File: config.mk
export PLATFORM = sky130hd
export DESIGN_NAME = prefetch_fetcher
export DESIGN_NICKNAME = d
export VERILOG_FILES = /design/src/rtl/prefetch_fetcher_pkg.sv /design/src/rtl/prefetch_fetcher_opcode_len.sv /design/src/rtl/prefetch_fetcher.sv
export SDC_FILE = /design/constraint.sdc
export NUM_CORES = 1
export LEC_CHECK = 0
export CAP_MARGIN = 20
export CORE_UTILIZATION = 45
export DETAILED_ROUTE_END_ITERATION = 10
export HOLD_SLACK_MARGIN = 0.03
export PLACE_DENSITY = 0.72
export SETUP_SLACK_MARGIN = 0.15
export SKIP_CTS_REPAIR_TIMING = 1
export SLEW_MARGIN = 20
export SYNTH_ARGS = -nofsm -noshare
export SYNTH_HDL_FRONTEND = slang
export SYNTH_SLANG_ARGS = --single-unit
File: constraint.sdc
create_clock -name clk -period 11 [get_ports clk]
set_input_delay 1.65 -clock clk [delete_from_list [all_inputs] [get_ports clk]]
set_output_delay 1.65 -clock clk [all_outputs]
set_load 0.02 [all_outputs]
File: src/rtl/prefetch_fetcher_pkg.sv
// Shared definitions for the prefetching fetch unit and the decoder:
// opcode field positions, instruction length codes and special opcodes.
package prefetch_fetcher_pkg;

  localparam int CC_LSB  = 0;
  localparam int CC_MSB  = 1;
  localparam int BBB_LSB = 2;
  localparam int BBB_MSB = 4;
  localparam int AAA_LSB = 5;
  localparam int AAA_MSB = 7;

  localparam logic [1:0] LEN_1 = 2'd1;
  localparam logic [1:0] LEN_2 = 2'd2;
  localparam logic [1:0] LEN_3 = 2'd3;

  localparam logic [7:0] OP_BRK = 8'h00;
  localparam logic [7:0] OP_JSR = 8'h20;
  localparam logic [7:0] OP_RTI = 8'h40;
  localparam logic [7:0] OP_RTS = 8'h60;

  localparam logic [15:0] DEFAULT_RESET_PC = 16'h0000;

endpackage

File: src/rtl/prefetch_fetcher_opcode_len.sv
// Combinational opcode -> instruction length (1..3 bytes) for the 6502-style
// opcode map; shared between the fetcher and the decoder.
module opcode_len
  import prefetch_fetcher_pkg::*;
(
  input  logic [7:0] opcode_i,
  output logic [1:0] len_o
);

  logic [1:0] cc;
  logic [2:0] bbb;

  assign cc  = opcode_i[CC_MSB:CC_LSB];
  assign bbb = opcode_i[BBB_MSB:BBB_LSB];

  always_comb begin
    len_o = LEN_1;
    case (cc)
      2'b01: begin
        len_o = (bbb == 3'b011 || bbb == 3'b110 || bbb == 3'b111) ? LEN_3 : LEN_2;
      end
      2'b10: begin
        case (bbb)
          3'b010, 3'b110: len_o = LEN_1;
          3'b011, 3'b111: len_o = LEN_3;
          default:        len_o = LEN_2;
        endcase
      end
      2'b00: begin
        case (bbb)
          // Row 000 mixes implied stack ops with JSR absolute and immediates
          3'b000: begin
            if (opcode_i == OP_JSR) begin
              len_o = LEN_3;
            end else if (opcode_i == OP_BRK || opcode_i == OP_RTI || opcode_i == OP_RTS) begin
              len_o = LEN_1;
            end else begin
              len_o = LEN_2;
            end
          end
          3'b001, 3'b100, 3'b101: len_o = LEN_2;
          3'b010, 3'b110:         len_o = LEN_1;
          default:                len_o = LEN_3;
        endcase
      end
      default: len_o = LEN_1;
    endcase
  end

endmodule

File: src/rtl/prefetch_fetcher.sv
// Prefetching instruction fetcher: streams bytes from synchronous memory into
// a circular byte queue and presents whole instructions to the decoder.
module prefetch_fetcher
  import prefetch_fetcher_pkg::*;
#(
  parameter int ADDR_WIDTH = 16,
  parameter int DATA_WIDTH = 8,
  parameter int DEPTH      = 4,
  parameter logic [ADDR_WIDTH-1:0] RESET_PC = ADDR_WIDTH'(DEFAULT_RESET_PC)
) (
  input  logic                         clk,
  input  logic                         reset,
  input  logic                         redirect,
  input  logic [ADDR_WIDTH-1:0]        redirect_pc,
  output logic                         mem_re,
  output logic [ADDR_WIDTH-1:0]        mem_addr,
  input  logic [DATA_WIDTH-1:0]        mem_rdata,
  output logic                         inst_valid,
  input  logic                         inst_ready,
  output logic [DATA_WIDTH-1:0]        inst_opcode,
  output logic [DATA_WIDTH-1:0]        inst_op1,
  output logic [DATA_WIDTH-1:0]        inst_op2,
  output logic [1:0]                   inst_len,
  output logic [ADDR_WIDTH-1:0]        inst_pc,
  output logic [$clog2(DEPTH+1)-1:0]   q_count
);

  localparam int PTR_W = $clog2(DEPTH);
  localparam int CNT_W = $clog2(DEPTH + 1);
  localparam logic [PTR_W:0] DEPTH_PTR = (PTR_W + 1)'(DEPTH);
  localparam logic [CNT_W:0] DEPTH_CNT = (CNT_W + 1)'(DEPTH);

  generate
    if (DEPTH < 3) begin : g_depth_check
      $error("prefetch_fetcher: DEPTH must be at least 3");
    end
  endgenerate

  logic [DATA_WIDTH-1:0] queue_q [DEPTH];
  logic [PTR_W-1:0]      rd_ptr_q, rd_ptr_d, wr_ptr_q, wr_ptr_d;
  logic [CNT_W-1:0]      count_q, count_d;
  logic                  inflight_q, inflight_d;
  logic [ADDR_WIDTH-1:0] fetch_pc_q, fetch_pc_d, inst_pc_q, inst_pc_d;

  logic [PTR_W-1:0]      rd_ptr_p1, rd_ptr_p2;
  logic [CNT_W:0]        occupancy;
  logic                  issue, pop, wr_en;

  // Pointer advance modulo DEPTH; k never exceeds DEPTH so one wrap suffices.
  function automatic logic [PTR_W-1:0] ptr_add(input logic [PTR_W-1:0] p, input logic [1:0] k);
    logic [PTR_W:0] sum;
    sum = {1'b0, p} + (PTR_W + 1)'(k);
    if (sum >= DEPTH_PTR) begin
      sum = sum - DEPTH_PTR;
    end
    return sum[PTR_W-1:0];
  endfunction

  assign rd_ptr_p1 = ptr_add(rd_ptr_q, 2'd1);
  assign rd_ptr_p2 = ptr_add(rd_ptr_q, 2'd2);

  // Empty slots read as zero so the idle outputs decode as a 1-byte opcode 0.
  assign inst_opcode = (count_q != '0) ? queue_q[rd_ptr_q] : '0;
  assign inst_op1    = (count_q >= CNT_W'(2) && inst_len != LEN_1) ? queue_q[rd_ptr_p1] : '0;
  assign inst_op2    = (count_q >= CNT_W'(3) && inst_len == LEN_3) ? queue_q[rd_ptr_p2] : '0;

  opcode_len u_opcode_len (
    .opcode_i (inst_opcode[7:0]),
    .len_o    (inst_len)
  );

  assign inst_valid = (count_q >= CNT_W'(inst_len));
  assign inst_pc    = inst_pc_q;
  assign q_count    = count_q;

  // Credit counts the outstanding read but not a same-cycle pop.
  assign occupancy = {1'b0, count_q} + (CNT_W + 1)'(inflight_q);
  assign issue     = !reset && !redirect && (occupancy < DEPTH_CNT);
  assign mem_re    = issue;
  assign mem_addr  = fetch_pc_q;
  assign pop       = inst_valid && inst_ready;
  assign wr_en     = inflight_q && !redirect && !reset;

  always_comb begin
    fetch_pc_d = fetch_pc_q;
    inst_pc_d  = inst_pc_q;
    rd_ptr_d   = rd_ptr_q;
    wr_ptr_d   = wr_ptr_q;
    count_d    = count_q;
    inflight_d = issue;
    if (redirect) begin
      fetch_pc_d = redirect_pc;
      inst_pc_d  = redirect_pc;
      rd_ptr_d   = '0;
      wr_ptr_d   = '0;
      count_d    = '0;
    end else begin
      if (issue) begin
        fetch_pc_d = fetch_pc_q + ADDR_WIDTH'(1);
      end
      if (pop) begin
        inst_pc_d = inst_pc_q + ADDR_WIDTH'(inst_len);
        rd_ptr_d  = ptr_add(rd_ptr_q, inst_len);
      end
      if (wr_en) begin
        wr_ptr_d = ptr_add(wr_ptr_q, 2'd1);
      end
      count_d = count_q + CNT_W'(wr_en) - (pop ? CNT_W'(inst_len) : '0);
    end
  end

  always_ff @(posedge clk) begin
    if (reset) begin
      fetch_pc_q <= RESET_PC;
      inst_pc_q  <= RESET_PC;
      rd_ptr_q   <= '0;
      wr_ptr_q   <= '0;
      count_q    <= '0;
      inflight_q <= 1'b0;
    end else begin
      fetch_pc_q <= fetch_pc_d;
      inst_pc_q  <= inst_pc_d;
      rd_ptr_q   <= rd_ptr_d;
      wr_ptr_q   <= wr_ptr_d;
      count_q    <= count_d;
      inflight_q <= inflight_d;
    end
  end

  always_ff @(posedge clk) begin
    if (wr_en) begin
      queue_q[wr_ptr_q] <= mem_rdata;
    end
  end

endmodule

Word-level counts from Yosys, hierarchy flattened
Memories as Yosys holds them, arrays and structs flattened. A register that Yosys moved wholly into a read port is not among the register bits.
Index checks and enable logic that the tools add are counted.
- add/subtract/negate cells: 13
- magnitude comparators: 8
- eq/ne operators: 14
- multiplexer cells: 22
- reduce and logical (&&, ||, !) cells: 23
- operators by type and width (cell ; number):
    16-bit two-way mux ; 4
    8-bit two-way mux ; 3
    2-bit two-way mux ; 9
    16-bit by 1-bit adder with 16-bit output (second input constant) ; 1
    16-bit by 2-bit adder with 16-bit output ; 1
    8-bit by 7-bit == test with 1-bit output (second input constant) ; 2
    3-bit == test (second input constant) ; 4
    3-bit >= comparator (second input constant) ; 4
    2-bit one-hot mux with 3 select lines ; 2
    8-bit by 6-bit == test with 1-bit output (second input constant) ; 1
    8-bit zero test ; 1
    2-bit by 1-bit subtractor with 2-bit output (second input constant) ; 4
    1-bit logical AND ; 7
    2-bit by 1-bit adder with 3-bit output (second input constant) ; 2
    3-bit by 2-bit == test with 1-bit output (second input constant) ; 2
    3-bit by 2-bit >= comparator with 1-bit output (second input constant) ; 2
    2-bit OR reduction ; 3
    3-bit by 1-bit adder with 4-bit output ; 1
    2-bit == test (second input constant) ; 2
    1-bit logical OR ; 4
    4-bit by 3-bit less-than comparator with 1-bit output (second input constant) ; 1
    2-bit one-hot mux with 2 select lines ; 1
    2-bit nonzero test ; 2
    2-bit by 2-bit adder with 3-bit output ; 1
    13 further kinds ; 16
- bits in registers: 40
- bits in writable memories: 32
- input bits: 28
- output and inout port bits: 63
- logic and storage cells: 87
- memories kept: 1
- memories (memory ; words ; width ; read ports ; clocked after memory_dff ; write ports ; RTL line ; source):
    queue_q ; 4 ; 8 ; 3 ; 1 ; 1 ; prefetch_fetcher.sv:39 ; logic [DATA_WIDTH-1:0] queue_q [DEPTH];

Depth between registers and ports, before layout
Gate-level depths: netlist of the first run.
- depth after elaboration: 14
- mapped depth: 20
- gate-level depth less buffers: 19

Hierarchy
From an unflattened synthesis of the first run, not the netlist that was laid out.
- cells, all modules: 387
- area total of the unflattened synthesis: 4264.1 sq um
- modules (own cells, without submodules) (module ; times used ; cells each ; area each (sq um) ; seq. area each (sq um)):
    prefetch_fetcher ; 1 ; 377 ; 4199.0 ; 1801.7
    opcode_len ; 1 ; 10 ; 65.1 ; 0.0

Worst setup path before layout of the first run
No wires, ideal clock.
- path kind: register to register
- start: register (tool-made name)
- end: register count_q[2] (netlist: q_count[2])
- setup time: 0.121 ns
- arrival time: 4.534 ns
- required time: 10.879 ns
- setup slack: 6.346 ns
- stages on the path, launching flop included: 21
- buffers on the path: 1
- clock period less this slack: 4.654 ns
- cell sequence: dfxtp_1 > buf_6 > mux4_2 > or3b_1 > a21oi_2 > o21ai_2 > or2_4 > ha_1 > nand2b_1 > a211oi_1 > inv_1 > and2_0 > and2_4 > ha_1 > inv_1 > ha_1 > inv_1 > fa_1 > xor2_1 > xnor2_1 > nor2_1
- RTL lines (element ; RTL line ; source):
    end signal, assigned ; prefetch_fetcher.sv:125 ; count_q <= count_d;
    end, declared ; prefetch_fetcher.sv:41 ; logic [CNT_W-1:0] count_q, count_d;

Worst setup path in the final report of the first run
- start: input redirect
- end: output mem_re
- word-level cells in the longest chain between the ends: 3
- RTL lines (element ; RTL line ; source):
    start, declared ; prefetch_fetcher.sv:13 ; input logic redirect,
    1-bit zero test ; prefetch_fetcher.sv:78 ; assign issue = !reset && !redirect && (occupancy < DEPTH_CNT);
    1-bit logical AND (2 in a row) ; prefetch_fetcher.sv:78 ;
    end, declared ; prefetch_fetcher.sv:15 ; output logic mem_re,
No other way between the ends.

==> results.tsv, run 1 <==
stage	metric	value	unit
sta	Final Cycle Share	0.542	
yosys	Seq/Total Area, Yosys	0.434	
yosys	asr flop ratio synth	0	
yosys	Avg Inst Size Synth	11.0	um^2
sta	Worst Max-Slew Pin Slew	0.957	ns
sta	final hold violations	0	
power	Max VDD drop	0.116	mV
final_layout	Multi-input gate area	2170	um^2
detailed_routing	DR vias/cell	5.58	
detailed_routing	antenna viol nets, final	0	
yosys	Mapped Area	4160	um^2
global_route	first-pass GRT wire length	15200	um
final_layout	nets@finish	504	
global_route	overflow left after global routing	0	
yosys	number of synthesized flops with an enable pin	32	
power	Comb pwr share	0.450	
floorplan	DIE AREA	9620	um^2
floorplan	FP Rows	34	
cts	Max clock buf depth	2	
setup_path	Critical Path Sink Type	primary output	
setup_path	worst r2r path cells	19	
setup_path	crit start category	primary input	
sta	Slew HR	0.362	
sta	Fmax achieved	168	MHz
detailed_routing	WL per Instance	16.7	um
setup_path	critical path's largest stage delay	0.77	ns
setup_path	slowest cell on the critical path	clkdlybuf4s50_1	
yosys	post-synthesis instance total	379	
min_path	Worst Hold Class	flip-flop to flip-flop	
final_layout	Diodes inserted	0	
yosys	top cells by area, synth	edfxtp_1 23%, dfxtp_1 20%, mux4_2 11%	
placement	routability cong.	0.846	
setup_path	r2r endpoint	q_count[2]$_SDFF_PN0_	
final_layout	Finished Cell Area	5350	um^2
run	max cap viols	0	
setup_path	CP max FO	19	
yosys	post-synth top area cell	edfxtp_1	
setup_path	Worst R2R Setup Slack	5.84	ns
yosys	area share of the largest cell type after synthesis	0.231	
floorplan	CORE AREA	8850	um^2
final_layout	filler-free cell count of the finished design	574	
cts	clock root buffer	clkbuf_8	
sta	hold slack	0.519	ns
global_route	Total GRT Usage	0.203	
detailed_routing	final wirelength	9560	um
min_path	min-delay src	inst_pc[0]$_SDFFE_PP0P_	
status	failing checks	DRC	
sta	unrepaired setup endpoints after global routing	false	
detailed_routing	1st-iter DRT viols	141	
detailed_routing	1st-pass router iterations	8	
power	clock power share	0.219	
min_path	Hold EP	inst_pc[0]$_SDFFE_PP0P_	
sta	final setup fails	0	
power	internal power component	0.671	mW
floorplan	Ports	91	
setup_path	crit path DAT	4.31	ns
yosys	Syn. warnings	0	
sta	Tmin final	5.96	ns
floorplan	Initial Utilization	0.470	
global_route	pin count of the biggest net entering global routing	34	
global_route	initial antenna violation count	0	
yosys	post-synthesis net count	422	
sta	Layout Skew	0.0154	ns
detailed_routing	vias after detailed routing	3203	
final_layout	P&R area growth vs syn	28.8	%
power	PwrDens	197	nW/um^2
yosys	Synth Register Bits	74	
detailed_routing	DR DRC count	6	
cts	H-tree lvl count	3	
sta	setup TNS	0	ns
placement	DP Area	5120	um^2
setup_path	Crit path top cell by count	clkdlybuf4s50_1	
floorplan	DIE HEIGHT	98.1	um
setup_path	Worst EP required	9.35	ns
cts	Clock Sinks	74	
placement	placed cells	558	
final_layout	FF+latch area	1800	um^2
cts	clk_lat worst skew	0.34	ns
placement	DPL Wire Length	7010	um
setup_path	WP buf/inv	3	
power	Sw Ratio	0.364	
power	Flop pwr share	0.331	
power	Net Switching	0.385	mW
floorplan	die width	98.1	um
yosys	prevailing post-synth register cell	dfxtp_1	
min_path	WHS Path Cells	2	
placement	I/O Buffers	90	
global_route	number of global-route vias before repair	3046	
final_layout	number of fill cells	770	
power	Lkg Pwr	1.86	nW
status	status	finished, violations left	
yosys	Cell variety after synth	62	
cts	total CTS buffers	9	
setup_path	delay-heaviest family, CP	buffers and inverters	
sta	Final Max Tran Viols	0	
cts	CTS tree	done	
setup_path	crit path cell chain	clkdlybuf4s50_1 > or2_1 > a311o_1 > inv_2 > clkdlybuf4s50_1	
setup_path	Setup CP Type	primary input to primary output	
cts	Clock transition at path regs	0.08	ns
final_layout	layout cells sized above 1	0.120	
## power by group through the flow
stage	Clock, mW	Sequential [mW]	Combinational [mW]
floorplan	0	0.345	0.315
global placement	0	0.355	0.469
detailed placement	0	0.356	0.478
CTS	0.235	0.350	0.479
global route	0.248	0.356	0.522
finish	0.231	0.349	0.475
## cells by family after synthesis
| group | after synthesis | share of synthesized area |
|---|---|---|
| xor+xnor | 22 | 0.0464 |
| mux | 28 | 0.142 |
| simple gates | 130 | 0.175 |
| compound gates | 65 | 0.111 |
| buf+inv | 45 | 0.0431 |
| fa+ha+maj | 15 | 0.0488 |
| flops | 74 | 0.434 |
## how the worst max path moves through the flow
stage,slack [ns],end,startpoint,depth (start not counted)
after floorplan,6.35,q_count[2]$_SDFF_PN0_,flip-flop,20
after global placement,5.11,mem_re,redirect,5
after detailed placement,5.05,mem_re,redirect,5
after CTS,5.05,mem_re,redirect,5
after global routing,4.79,inst_valid,flip-flop,10
final,5.04,mem_re,redirect,5
## metal layers
| metal | GRT usage | wire length [um] | share of wire | vias up |
|---|---|---|---|---|
| li1 | - | - | - | 1560 |
| met1 | 0.271 | 4320 | 0.45 | 1541 |
| met2 | 0.335 | 4670 | 0.49 | 91 |
| met3 | 0.0243 | 430 | 0.045 | 11 |
| met4 | 0.0828 | 134 | 0.014 | 0 |
| met5 | 0 | 0 | 0 | - |
## stage by stage
step	power (mW)	setup slack, ns	utilization
after global routing	1.13	4.79	0.605
after floorplan	0.660	6.35	-
after detailed placement	0.833	5.05	0.578
final	1.06	5.04	0.605
after global placement	0.824	5.11	0.578
after CTS	1.06	5.05	0.604
## area by class of cell
| class | count | share of cell area |
|---|---|---|
| Tap cell | 108 | 0.0253 |
| Clock inverter | 5 | 0.0108 |
| Clock buffer | 11 | 0.0325 |
| Multi-Input combinational cell | 260 | 0.406 |
| Inverter | 24 | 0.0168 |
| Timing Repair Buffer | 92 | 0.171 |
| Sequential cell | 74 | 0.337 |
## worst min-delay path: stages (launching register included)
cell and delay (ns):
dfxtp_1 0.34, nand2_1 0.06, a31oi_1 0.07
## cells in the final DEF (no fill, tap or decap), types with 5 or more instances in the layout
cell / Yosys / final
edfxtp_1: 32 / 32
mux4_2: 21 / 21
a21oi_1: 16 / 16
nor2b_1: 16 / 16
ha_1: 13 / 13
o21ai_0: 10 / 10
clkbuf_8: 0 / 9
nand2_1: 24 / 24
clkdlybuf4s50_1: 0 / 90
and3_1: 10 / 10
nor2_1: 31 / 31
a21boi_0: 5 / 5
xnor2_1: 15 / 15
xor2_1: 7 / 7
inv_1: 23 / 23
nor3_1: 8 / 8
dfxtp_1: 42 / 41
a211oi_1: 9 / 9
nand3_1: 8 / 8
## synthesized netlist by cell type (5+ instances only)
cell / instances
and3_1: 10
inv_1: 23
dfxtp_1: 42
nand2_1: 24
nor2_1: 31
xor2_1: 7
nor3_1: 8
xnor2_1: 15
edfxtp_1: 32
ha_1: 13
a21boi_0: 5
a21oi_1: 16
nand3_1: 8
nor2b_1: 16
a211oi_1: 9
clkbuf_1: 18
o21ai_0: 10
mux4_2: 21
## sequential cells by signal (all words and copies together), names as in the netlist, named ones only
| name | cells |
|---|---|
| q_count | 3 |
| queue_q | 32 |
| rd_ptr_q | 2 |
| inflight_q | 1 |
| inst_pc | 16 |
| wr_ptr_q | 2 |
| mem_addr | 16 |
Power figures use the tool's default switching activity.
==> run 2: changes to the inputs <==
Settings changed: PLACE_DENSITY 0.72 to 0.75.
Clock period 11 ns to 5.09 ns, I/O delays scaled along.
==> results.tsv, run 2 (same netlist as run 1, synthesis figures left out) <==
stage	metric	value	unit	change
final_layout	nets@finish	506		was 504
sta	Layout Skew	0.0162	ns	was 0.0154 ns
cts	Clock Sinks	74		unchanged
detailed_routing	DR DRC count	4		was 6
cts	H-tree lvl count	3		unchanged
final_layout	Biggest register	queue_q		unchanged
detailed_routing	metal2 WL	5070	um	was 4670 um
setup_path	Worst EP required	5.31	ns	was 9.35 ns
final_layout	Finished Cell Area	5370	um^2	was 5350 um^2
detailed_routing	M1 WL	4310	um	was 4320 um
status	failing checks	DRC		unchanged
sta	Final Cycle Share	0.919		
sta	final hold violations	0		unchanged
sta	Fmax achieved	214	MHz	
setup_path	CP max FO	9		was 19
floorplan	Initial Utilization	0.470		unchanged
sta	Tmin final	4.68	ns	
global_route	initial antenna violation count	0		unchanged
power	Lkg Pwr	1.87	nW	was 1.86 nW
setup_path	Critical Path Sink Type	flip-flop		was primary output
final_layout	most common cell after layout, fill and taps aside	clkdlybuf4s50_1		unchanged
min_path	min-delay src	inst_pc[0]$_SDFFE_PP0P_		unchanged
sta	Slew HR	0.350		was 0.362
global_route	Total GRT Usage	0.215		was 0.203
power	Max VDD drop	0.250	mV	was 0.116 mV
run	max cap viols	0		unchanged
placement	I/O Buffers	90		unchanged
placement	DP Area	5130	um^2	was 5120 um^2
min_path	Hold EP	inst_pc[0]$_SDFFE_PP0P_		unchanged
status	status	finished, violations left		unchanged
placement	routability cong.	0.833		was 0.846
global_route	first-pass GRT wire length	16300	um	was 15200 um
setup_path	crit path DAT	4.89	ns	was 4.31 ns
setup_path	Setup CP Type	flip-flop to flip-flop		was primary input to primary output
global_route	overflow left after global routing	0		unchanged
placement	DPL Wire Length	7440	um	was 7010 um
sta	hold slack	0.527	ns	was 0.519 ns
detailed_routing	antenna viol nets, final	0		unchanged
setup_path	crit start category	flip-flop		was primary input
final_layout	number of fill cells	722		was 770
power	PwrDens	428	nW/um^2	was 197 nW/um^2
detailed_routing	wire length on met3	463	um	was 430 um
detailed_routing	vias after detailed routing	3274		was 3203
floorplan	Ports	91		unchanged
cts	Max clock buf depth	2		unchanged
cts	clk_lat worst skew	0.34	ns	about the same
sta	setup TNS	0	ns	unchanged
detailed_routing	1st-iter DRT viols	178		was 141
cts	clock root buffer	clkbuf_8		unchanged
min_path	Worst Hold Class	flip-flop to flip-flop		unchanged
setup_path	worst r2r path cells	19		unchanged
detailed_routing	WL per Instance	17.3	um	was 16.7 um
sta	unrepaired setup endpoints after global routing	false		unchanged
setup_path	Worst R2R Setup Slack	0.41	ns	was 5.84 ns
detailed_routing	Top Metal Used	met4		unchanged
sta	Final Max Tran Viols	0		unchanged
detailed_routing	final wirelength	9960	um	was 9560 um
min_path	WHS Path Cells	2		unchanged
floorplan	FP Rows	34		unchanged
floorplan	DIE HEIGHT	98.1	um	unchanged
sta	final setup fails	0		unchanged
cts	total CTS buffers	9		unchanged
global_route	pin count of the biggest net entering global routing	34		unchanged
setup_path	r2r endpoint	q_count[2]$_SDFF_PN0_		unchanged
floorplan	DIE AREA	9620	um^2	unchanged
final_layout	most frequent cells in the layout	90 x clkdlybuf4s50_1, 40 x dfxtp_1, 32 x edfxtp_1		was 90 x clkdlybuf4s50_1, 41 x dfxtp_1, 32 x edfxtp_1
cts	CTS tree	done		unchanged
final_layout	max reg flops	32		unchanged
detailed_routing	1st-pass router iterations	8		unchanged
final_layout	layout cells sized above 1	0.126		was 0.120
sta	Worst Max-Slew Pin Slew	0.974	ns	was 0.957 ns
floorplan	die width	98.1	um	unchanged
global_route	number of global-route vias before repair	3298		was 3046
final_layout	P&R area growth vs syn	29.2	%	was 28.8%
final_layout	Diodes inserted	0		unchanged
detailed_routing	DR vias/cell	5.68		was 5.58
floorplan	CORE AREA	8850	um^2	unchanged
cts	Clock transition at path regs	0.08	ns	about the same
-- run 2: cell type report --
| cell class | count | area (um^2) | area share |
|---|---|---|---|
| sequential | 74 | 1800 | 0.336 |
| tap | 108 | 135 | 0.0252 |
| clock inverter | 2 | 12.5 | 0.00233 |
| clock buffer | 14 | 216 | 0.0403 |
| multi-input combinational | 260 | 2180 | 0.406 |
| timing repair buffer | 94 | 931 | 0.173 |
| inverter | 24 | 90.1 | 0.0168 |
-- run 2: worst max-delay path by stage --
stage               startpoint               endpoint  slack, ns  cells after the start
finish               flip-flop  q_count[2]$_SDFF_PN0_       0.41                     19
detailed placement   flip-flop  q_count[2]$_SDFF_PN0_       0.16                     19
CTS                  flip-flop  q_count[2]$_SDFF_PN0_       0.15                     19
global route         flip-flop  q_count[2]$_SDFF_PN0_       0.15                     19
floorplan            flip-flop  q_count[2]$_SDFF_PN0_       0.44                     20
global placement     flip-flop  q_count[2]$_SDFF_PN0_       0.35                     19
-- run 2: per-stage QoR --
step | util | total power [mW] | cells | setup slack (ns)
2_1_floorplan | - | 1.43 | 379 | 0.436
3_3_place_gp | 0.580 | 1.77 | 560 | 0.354
3_5_place_dp | 0.580 | 1.81 | 560 | 0.158
4_1_cts | 0.606 | 2.29 | 576 | 0.146
5_1_grt | 0.607 | 2.43 | 576 | 0.151
6_report | 0.607 | 2.30 | 576 | 0.414
-- run 2: metal layers --
metal / global-route usage / up-vias
met4: 0.0723 / 0
met5: 0 / -
li1: - / 1559
met1: 0.275 / 1612
met3: 0.0408 / 10
met2: 0.366 / 93
-- run 2: power breakdown --
group	switching (mW)	internal (mW)	total, mW	leakage, nW
combinational	0.539	0.516	1.05	1.12
clock	0.213	0.279	0.492	0.114
sequential	0.0893	0.661	0.751	0.636
total	0.841	1.46	2.30	1.87
-- run 2: worst max-delay path, stage by stage, from the launching register on --
cell and delay, ns:
dfxtp_2 0.41, mux4_2 0.58, or3b_1 0.41, a21oi_2 0.16, o21ai_2 0.13, or2_4 0.28
ha_1 0.26, nand2b_1 0.15, a211oi_2 0.34, inv_1 0.14, and2_0 0.26, and2_4 0.17
ha_1 0.26, inv_1 0.05, ha_1 0.13, inv_1 0.05, fa_1 0.37, xor2_1 0.19
xnor2_1 0.14, nor2_1 0.06
